File: src/rtl/apb_slave_regs_if.sv
// APB bus bundle for apb_slave_regs: the requester drives address, control and
// write data; the register block returns read data, ready and error.
interface apb_slave_regs_if;
    logic [31:0] PADDR;
    logic        PWRITE;
    logic [31:0] PWDATA;
    logic        PSELx;
    logic        PENABLE;
    logic [31:0] PRDATA;
    logic        PREADY;
    logic        PSLVERR;

    modport master (
        output PADDR, PWRITE, PWDATA, PSELx, PENABLE,
        input  PRDATA, PREADY, PSLVERR
    );

    modport slave (
        input  PADDR, PWRITE, PWDATA, PSELx, PENABLE,
        output PRDATA, PREADY, PSLVERR
    );
endinterface

File: src/rtl/apb_slave_regs.sv
// APB register slave: REG0-REG5 read/write, WCNT write counter and a fixed ID word.
// Define APB_SLAVE_ERR_EN to report illegal accesses on PSLVERR.
module apb_slave_regs #(
    parameter int unsigned WAIT_CYCLES = 0,
    parameter logic [31:0] BASE_ADDR   = 32'h0000_0000
) (
    input logic            i_clk,
    input logic            i_reset_n,
    apb_slave_regs_if.slave apb
);
    localparam logic [31:0] ID_VALUE = 32'hA5B0_0001;
    localparam logic [3:0]  WAIT_LD  = 4'(WAIT_CYCLES);

    typedef enum logic [1:0] {
        ST_IDLE,
        ST_WAIT,
        ST_DONE
    } state_t;

    state_t      state      = ST_IDLE;
    logic [3:0]  wait_cnt   = '0;
    logic [31:0] addr_q     = '0;
    logic        write_q    = 1'b0;
    logic [31:0] wdata_q    = '0;
    logic [31:0] regs [6]   = '{default: '0};
    logic [31:0] wcnt       = '0;
    logic [31:0] prdata_q   = '0;
    logic        pready_q   = 1'b0;
    logic        pslverr_q  = 1'b0;

    logic [31:0] dec_addr;
    logic        dec_write;
    logic [31:0] offset;
    logic [2:0]  idx;
    logic        acc_err;
    logic [31:0] rd_val;
    logic [31:0] nx_rdata;
    logic        nx_err;

    // In IDLE the decode looks at the live bus so a zero-wait access can
    // complete on its setup edge; afterwards the captured request is used.
    always_comb begin
        dec_addr  = (state == ST_IDLE) ? apb.PADDR  : addr_q;
        dec_write = (state == ST_IDLE) ? apb.PWRITE : write_q;
        offset    = dec_addr - BASE_ADDR;
        idx       = offset[4:2];
        acc_err   = (offset >= 32'd32) || (dec_addr[1:0] != 2'b00) ||
                    (dec_write && (idx >= 3'd6));
        case (idx)
            3'd6:    rd_val = wcnt;
            3'd7:    rd_val = ID_VALUE;
            default: rd_val = regs[idx];
        endcase
        nx_rdata = (!dec_write && !acc_err) ? rd_val : '0;
`ifdef APB_SLAVE_ERR_EN
        nx_err   = acc_err;
`else
        nx_err   = 1'b0;
`endif
    end

    always_ff @(posedge i_clk) begin
        if (!i_reset_n) begin
            state     <= ST_IDLE;
            wait_cnt  <= '0;
            prdata_q  <= '0;
            pready_q  <= 1'b0;
            pslverr_q <= 1'b0;
            wcnt      <= '0;
            for (int unsigned i = 0; i < 6; i++) begin
                regs[i] <= '0;
            end
        end else begin
            case (state)
                ST_IDLE: begin
                    if (apb.PSELx && !apb.PENABLE) begin
                        addr_q   <= apb.PADDR;
                        write_q  <= apb.PWRITE;
                        wdata_q  <= apb.PWDATA;
                        wait_cnt <= WAIT_LD;
                        if (WAIT_CYCLES == 0) begin
                            state     <= ST_DONE;
                            pready_q  <= 1'b1;
                            prdata_q  <= nx_rdata;
                            pslverr_q <= nx_err;
                        end else begin
                            state <= ST_WAIT;
                        end
                    end
                end
                ST_WAIT: begin
                    if (!apb.PSELx) begin
                        state <= ST_IDLE;
                    end else if (apb.PENABLE) begin
                        wait_cnt <= wait_cnt - 4'd1;
                        if (wait_cnt == 4'd1) begin
                            state     <= ST_DONE;
                            pready_q  <= 1'b1;
                            prdata_q  <= nx_rdata;
                            pslverr_q <= nx_err;
                        end
                    end
                end
                ST_DONE: begin
                    state     <= ST_IDLE;
                    pready_q  <= 1'b0;
                    pslverr_q <= 1'b0;
                    prdata_q  <= '0;
                    if (apb.PSELx && write_q && !acc_err) begin
                        regs[idx] <= wdata_q;
                        wcnt      <= wcnt + 32'd1;
                    end
                end
                default: state <= ST_IDLE;
            endcase
        end
    end

    assign apb.PRDATA  = prdata_q;
    assign apb.PREADY  = pready_q;
    assign apb.PSLVERR = pslverr_q;
endmodule
File: src/flat_wrapper.sv
// flat-port wrapper written by rule: the top's interface ports become plain ports
module apb_slave_regs_flat 
#(
    parameter int unsigned WAIT_CYCLES = 0,
    parameter logic [31:0] BASE_ADDR   = 32'h0000_0000
)
  (i_clk, i_reset_n, apb_PADDR, apb_PWRITE, apb_PWDATA, apb_PSELx, apb_PENABLE, apb_PRDATA, apb_PREADY, apb_PSLVERR);
  apb_slave_regs_if apb_i ();
  input logic i_clk;
  input logic i_reset_n;
  input wire logic [$bits(apb_i.PADDR)-1:0] apb_PADDR;
  input wire logic [$bits(apb_i.PWRITE)-1:0] apb_PWRITE;
  input wire logic [$bits(apb_i.PWDATA)-1:0] apb_PWDATA;
  input wire logic [$bits(apb_i.PSELx)-1:0] apb_PSELx;
  input wire logic [$bits(apb_i.PENABLE)-1:0] apb_PENABLE;
  output wire logic [$bits(apb_i.PRDATA)-1:0] apb_PRDATA;
  output wire logic [$bits(apb_i.PREADY)-1:0] apb_PREADY;
  output wire logic [$bits(apb_i.PSLVERR)-1:0] apb_PSLVERR;
  assign apb_i.PADDR = apb_PADDR;
  assign apb_i.PWRITE = apb_PWRITE;
  assign apb_i.PWDATA = apb_PWDATA;
  assign apb_i.PSELx = apb_PSELx;
  assign apb_i.PENABLE = apb_PENABLE;
  assign apb_PRDATA = apb_i.PRDATA;
  assign apb_PREADY = apb_i.PREADY;
  assign apb_PSLVERR = apb_i.PSLVERR;
  apb_slave_regs #(.WAIT_CYCLES(WAIT_CYCLES), .BASE_ADDR(BASE_ADDR)) u_core (.i_clk(i_clk), .i_reset_n(i_reset_n), .apb(apb_i));
endmodule
File: config.mk
export PLATFORM = sky130hd
export DESIGN_NAME = apb_slave_regs_flat
export DESIGN_NICKNAME = d
export VERILOG_FILES = /design/src/rtl/apb_slave_regs_if.sv /design/src/rtl/apb_slave_regs.sv /design/src/flat_wrapper.sv
export SDC_FILE = /design/constraint.sdc
export NUM_CORES = 1
export LEC_CHECK = 0
export BUFFER_PORTS_ARGS = -buffer_cell sky130_fd_sc_hd__buf_2
export CORE_ASPECT_RATIO = 1.25
export CORE_MARGIN = 4
export CORE_UTILIZATION = 64
export CTS_CLUSTER_DIAMETER = 200
export DETAILED_ROUTE_END_ITERATION = 10
export HOLD_SLACK_MARGIN = 0.08
export PLACE_DENSITY = 0.82
export SETUP_SLACK_MARGIN = 0.1
export SLEW_MARGIN = 20
export SYNTH_ARGS = -nofsm -noshare
export SYNTH_HDL_FRONTEND = slang
export SYNTH_SLANG_ARGS = --single-unit
File: constraint.sdc
create_clock -name i_clk -period 10 [get_ports i_clk]
set_input_delay 2 -clock i_clk [delete_from_list [all_inputs] [get_ports i_clk]]
set_output_delay 2 -clock i_clk [all_outputs]
set_load 0.01 [all_outputs]
==> impl_metrics.tcl, run 1 <==
set metrics [dict create \
    worstSkewPairLatency_ps 550 \
    cp_data_arrival_time_ps 5240 \
    drt_first_pass_iters 5 \
    avgRoutedWirePerCell_um 22.0 \
    regToRegSetupSlack_ps 5640 \
    stdcell_area_mm2 0.0153 \
    rsz0062_at_grt "false" \
    yosysWarnings 0 \
    drc 0 \
    post-route-period-util 0.506 \
    syn_avg_cell_area_um2 11.7 \
    dr.first_iter.drc_count 1217 \
    fin_skew_ps 13.7 \
    h-tree-depth 1 \
    drive_above_1_share 0.155 \
    fin_crit_ps 5060 \
    grt_pass1_wl_um 52200 \
    synthesis.nets 1232 \
    seqCellArea_mm2 0.00902 \
    finalSetupTns_ps 0 \
    crit_path_start_kind "input port" \
    globalplace.congestion 0.843 \
    cts.path.max_buffers 3 \
    first_global_vias 9364 \
    grt_start_max_net_pins 67 \
    netlist.area_leader.share 0.569 \
    finalHoldViolCount 0 \
    ir_drop_mv 0.164 \
    muxShareOfSynthArea 0.0600 \
    io_buffer_count 101 \
    synthSimpleGateAreaFrac 0.161 \
    clkTransAtPathRegs_ps 70 \
    fp.dieH_um 171 \
    clockRootBuffer "clkbuf_16" \
    ys_seq_elements 322 \
    worstPathCellList "buf_2 > nor4_1 > nand4_1 > a221o_2 > buf_4 > or3_2 > nand2_2" \
    ys_async_sr_fraction 0 \
    min_path_type "reg -> reg" \
    rows 59 \
    critPathSlowestCell "or3_2" \
    track_usage 0.282 \
    vias 9836 \
    die_w_um 138 \
    worst-setup-path-type "in -> reg" \
    overflow 0 \
    detail-route-antenna-nets 0 \
    nets 1307 \
    viasPerCell 6.41 \
    ioPinCount 103 \
    cap_violations 0 \
    cpPeakStageDelay_ps 890 \
    yosys.area_share.adder 0.000922 \
    cts_buffers 30 \
    synth_compound_area_frac 0.0853 \
    coreArea_mm2 0.0208 \
    dpl_cell_area_mm2 0.0143 \
    critPathMaxFanout 64 \
    wirelength_um 33800 \
    cts.sinks 322 \
    dp.final_hpwl_um 21600 \
    synth_top_family_by_area "simple AND/OR/NAND/NOR gates" \
    cts_resized 0 \
    ctsHoldBuffers 0 \
    synth_edf_count 257 \
    antenna_found_initial 0 \
    dieArea_mm2 0.0236 \
    fmax_ghz 0.198 \
    drv_slew 0 \
    seq_area_frac_synth 0.664 \
    fillers 1362 \
    yosys-top-cells-area "edfxtp_1 (57%), dfxtp_1 (9.6%), nor2_1 (5.5%)" \
    synth_top_flop_cell "edfxtp_1" \
    worst_slew_margin_rel 0.371 \
    tightest_slew_ps 944 \
    power.leakage_nw 5.53 \
    setup_viol 0 \
    end_kind "flip-flop" \
    outcome "finished clean" \
    synthToLayoutAreaGrowth_pct 13.1 \
    antennaDiodeCount 0 \
    synth.distinct_cells 47 \
    required_ps 10180 \
    powerDensity_mw_per_mm2 184 \
    initial_core_util 0.652 \
    synth_area_mm2 0.0136 \
    cts_tree "done" \
    synth-xor-area-share 0.000645 \
    postCtsSetupBuffers 0 \
    yosysTopAreaCell "edfxtp_1" \
    synthCells 1162 \
    multi_input_area_mm2 0.00426 \
]
-- cell usage in the layout, fill, tap and decap left out, drive strengths merged, types with 4 or more instances in the layout --
master / count
o21ai: 30
a221oi: 4
nand2: 148
mux2: 11
nor4: 22
o22ai: 24
mux2i: 69
or4: 14
a221o: 10
a21oi: 62
dfxtp: 65
nand3: 38
and2: 6
nor2: 198
o31ai: 25
o2111ai: 4
o221ai: 7
nor3: 12
or3: 7
edfxtp: 257
and4: 4
buf: 122
inv: 9
o22a: 8
nand4: 23
nand2b: 8
clkbuf: 49
-- metal layers --
metal / vias up / part of all wire / global-route usage
met5: - / 0 / 0
met4: 0 / 0.037 / 0.105
met3: 71 / 0.11 / 0.0626
met2: 601 / 0.47 / 0.456
met1: 4732 / 0.38 / 0.380
li1: 4432 / - / -
-- state kept, by name, summed over array words and instances (netlist names) --
register	flops
u_core.regs	192
u_core.addr_q	32
u_core.apb.PRDATA	32
u_core.wcnt	32
u_core.wdata_q	32
u_core.state	1
u_core.write_q	1
-- through the flow --
stage	worst slack (ps)	power [mW]	cells	utilization	hold slack, ps
after floorplan	3740	1.61	1162	-	446
after global placement	3960	1.66	1479	0.687	436
after detailed placement	4210	1.67	1479	0.688	442
after CTS	4800	2.83	1535	0.737	452
after global routing	4700	2.90	1535	0.737	473
final	4940	2.82	1535	0.737	448
-- power breakdown --
part | leakage, nW | internal [mW] | switching, mW | total, mW
combinational | 1.91 | 0.0453 | 0.113 | 0.158
clock | 0.495 | 0.701 | 0.475 | 1.18
sequential | 3.12 | 1.48 | 0.0117 | 1.49
-- cells in the mapped netlist (6+ instances only) --
library cell  number
o22ai_1           24
o21ai_0           30
nand2b_1           8
o221ai_1           7
a21oi_1           62
clkbuf_1          49
nor3_1            12
o22a_1             8
dfxtp_1           65
nor4_1            21
mux2i_1           69
inv_1              8
nand2_1          148
buf_1              7
or4_1             14
edfxtp_1         257
o31ai_1           25
or3_1              7
a221o_1           10
and2_1             6
nor2_1           198
mux2_2            11
buf_2             21
nand3_1           38
nand4_1           22
-- worst max-delay path: cells and delay by family --
family	cells	cell delay (ps)
and+or+nand+nor	4	2260
buffers and inverters	2	430
AOI/OAI and AO/OA	1	460
-- final cells by class --
class	instances	share of cell area
flip-flops and latches	322	0.588
repair buffers	122	0.0432
well taps	274	0.0223
multi-input cells	752	0.277
inverters	9	0.00220
clock buffers	49	0.0596
clock inverters	7	0.00774
-- logic make-up (layout without fill, tap and decap cells) --
family / count (synthesis) / count (layout)
buffers and inverters: 88 / 187
adders and majority gates: 1 / 1
DFF: 322 / 322
AOI/OAI and AO/OA: 180 / 180
xor gates and xnor gates: 1 / 1
other: 1 / 1
and+or+nand+nor: 489 / 489
muxes: 80 / 80
-- worst paths after layout --
check                        from              endpoint  depth (start not counted)
min reg2reg  u_core.apb.PRDATA[0]  u_core.apb.PRDATA[0]                          2
max reg2reg       u_core.state[1]    u_core.regs[0][12]                          6
max                  apb_PADDR[8]    u_core.regs[0][12]                          7
min          u_core.apb.PRDATA[0]  u_core.apb.PRDATA[0]                          2
No activity file was read; power rests on OpenSTA's default activity.
==> run 2, diff against run 1 <==
Settings changed: CORE_UTILIZATION 64 to 59, PLACE_DENSITY 0.82 to 0.76.
Clock period 10 ns to 5.05 ns, I/O delays scaled along.
==> run 2 against run 1 <==
  * Global-route usage down 1.5 points
  * Clock power up 96%
  * Design area up 0.82%
  * Setup slack worse by 3600 ps
  * Count of clock-buffer cells in the layout down 8
  * Largest cell class unchanged
==> impl_metrics.tcl, run 2 (same netlist as run 1, synthesis figures left out) <==
set metrics [dict create \
    outcome "finished clean" \
    clockRootBuffer "clkbuf_16" \
    critPathMaxFanout 28 \
    postCtsSetupBuffers 0 \
    cts.path.max_buffers 3 \
    powerDensity_mw_per_mm2 360 \
    fmax_ghz 0.268 \
    worst_slew_margin_rel 0.274 \
    final_util 0.690 \
    nets 1319 \
    track_usage 0.266 \
    rows 61 \
    dp.final_hpwl_um 21600 \
    wirelength_um 34000 \
    clkTransAtPathRegs_ps 70 \
    crit_start "u_core.state[1]" \
    end_kind "flip-flop" \
    crit_path_start_kind "flip-flop" \
    detail-route-antenna-nets 0 \
    fp.dieH_um 178 \
    final.setup.worst_slack_ps 1320 \
    min_path_type "reg -> reg" \
    worst-setup-path-type "reg -> reg" \
    hold_slack_ps 449 \
    cp_data_arrival_time_ps 3960 \
    io_buffer_count 101 \
    tightest_slew_ps 1090 \
    fin_skew_ps 12.5 \
    multi_input_area_mm2 0.00425 \
    ir_drop_mv 0.316 \
    crit_family "simple AND/OR/NAND/NOR gates" \
    worstPathCellList "nor4b_1 > nand4_1 > a221o_2 > or3_1 > nand2_1 > buf_4" \
    dr.first_iter.drc_count 937 \
    hp-start "u_core.apb.PRDATA[19]" \
    post-route-period-util 0.738 \
    crit_buf_inv 1 \
    setup_viol 0 \
    dp_slack_ps 981 \
    p_total_mw 5.57 \
    critPathSlowestCell "dfxtp_1" \
    cts_tree "done" \
    dieArea_mm2 0.0255 \
    dpl_cell_area_mm2 0.0144 \
    ctsHoldBuffers 0 \
    drv_slew 0 \
    layout_common_cells "edfxtp_1 (257), nor2_1 (198), nand2_1 (148), buf_2 (101), mux2i_1 (66)" \
    antenna_found_initial 0 \
    die_w_um 144 \
    avgRoutedWirePerCell_um 21.9 \
    grt_start_max_net_pins 47 \
    finalSetupTns_ps 0 \
    seqCellArea_mm2 0.00902 \
    rsz0062_at_grt "false" \
    rr_startpoint "u_core.state[1]" \
    power.leakage_nw 5.61 \
    worstSkewPairLatency_ps 550 \
    synthToLayoutAreaGrowth_pct 14.0 \
    drt_first_pass_iters 5 \
    largest_reg_flops 192 \
    dp.cells 1500 \
    top_register "u_core.regs" \
    h-tree-depth 1 \
    finalHoldViolCount 0 \
    viasPerCell 6.27 \
    fillers 1611 \
    overflow 0 \
    globalplace.congestion 0.864 \
    layout.cells.most_common "edfxtp_1" \
    initial_core_util 0.605 \
    cpPeakStageDelay_ps 850 \
    vias 9752 \
    stdcell_area_mm2 0.0155 \
    required_ps 5290 \
    first_global_vias 9585 \
    grt_pass1_wl_um 52400 \
    cts_resized 0 \
    cap_violations 0 \
    fin_crit_ps 3730 \
    drive_above_1_share 0.168 \
    drc 0 \
    ioPinCount 103 \
    cts_buffers 30 \
    cts.sinks 322 \
    fin_cells 1556 \
    antennaDiodeCount 0 \
    coreArea_mm2 0.0224 \
]
## run 2: area by class of cell
type	instances	area share
clock buffer	41	0.0599
sequential	322	0.583
inverter	9	0.00218
timing repair buffer	134	0.0500
tap	283	0.0229
multi-input combinational	752	0.275
clock inverter	15	0.00744
## run 2: power by group
group	switching [mW]	internal [mW]	leakage, nW	total [mW]
sequential	0.0212	2.92	3.12	2.94
clock	0.967	1.34	0.514	2.31
combinational	0.224	0.0976	1.98	0.321
## run 2: metal layers
| metal | track usage | vias to the layer above | wire [µm] |
|---|---|---|---|
| li1 | - | 4458 | - |
| met1 | 0.353 | 4709 | 12700 |
| met2 | 0.455 | 519 | 17100 |
| met3 | 0.0439 | 66 | 3560 |
| met4 | 0.0769 | 0 | 736 |
| met5 | 0 | - | 0 |
## run 2: final timing paths
check                               end  slack (ps)  depth (start not counted)
setup / recovery     u_core.regs[3][26]        1320                          6
hold / removal    u_core.apb.PRDATA[19]         450                          2
setup reg to reg     u_core.regs[3][26]        1320                          6
hold reg to reg   u_core.apb.PRDATA[19]         450                          2
## run 2: worst min-delay path: stages (launching register included)
cell and delay, ps:
dfxtp_1 300, nand2_1 50, a21oi_1 50
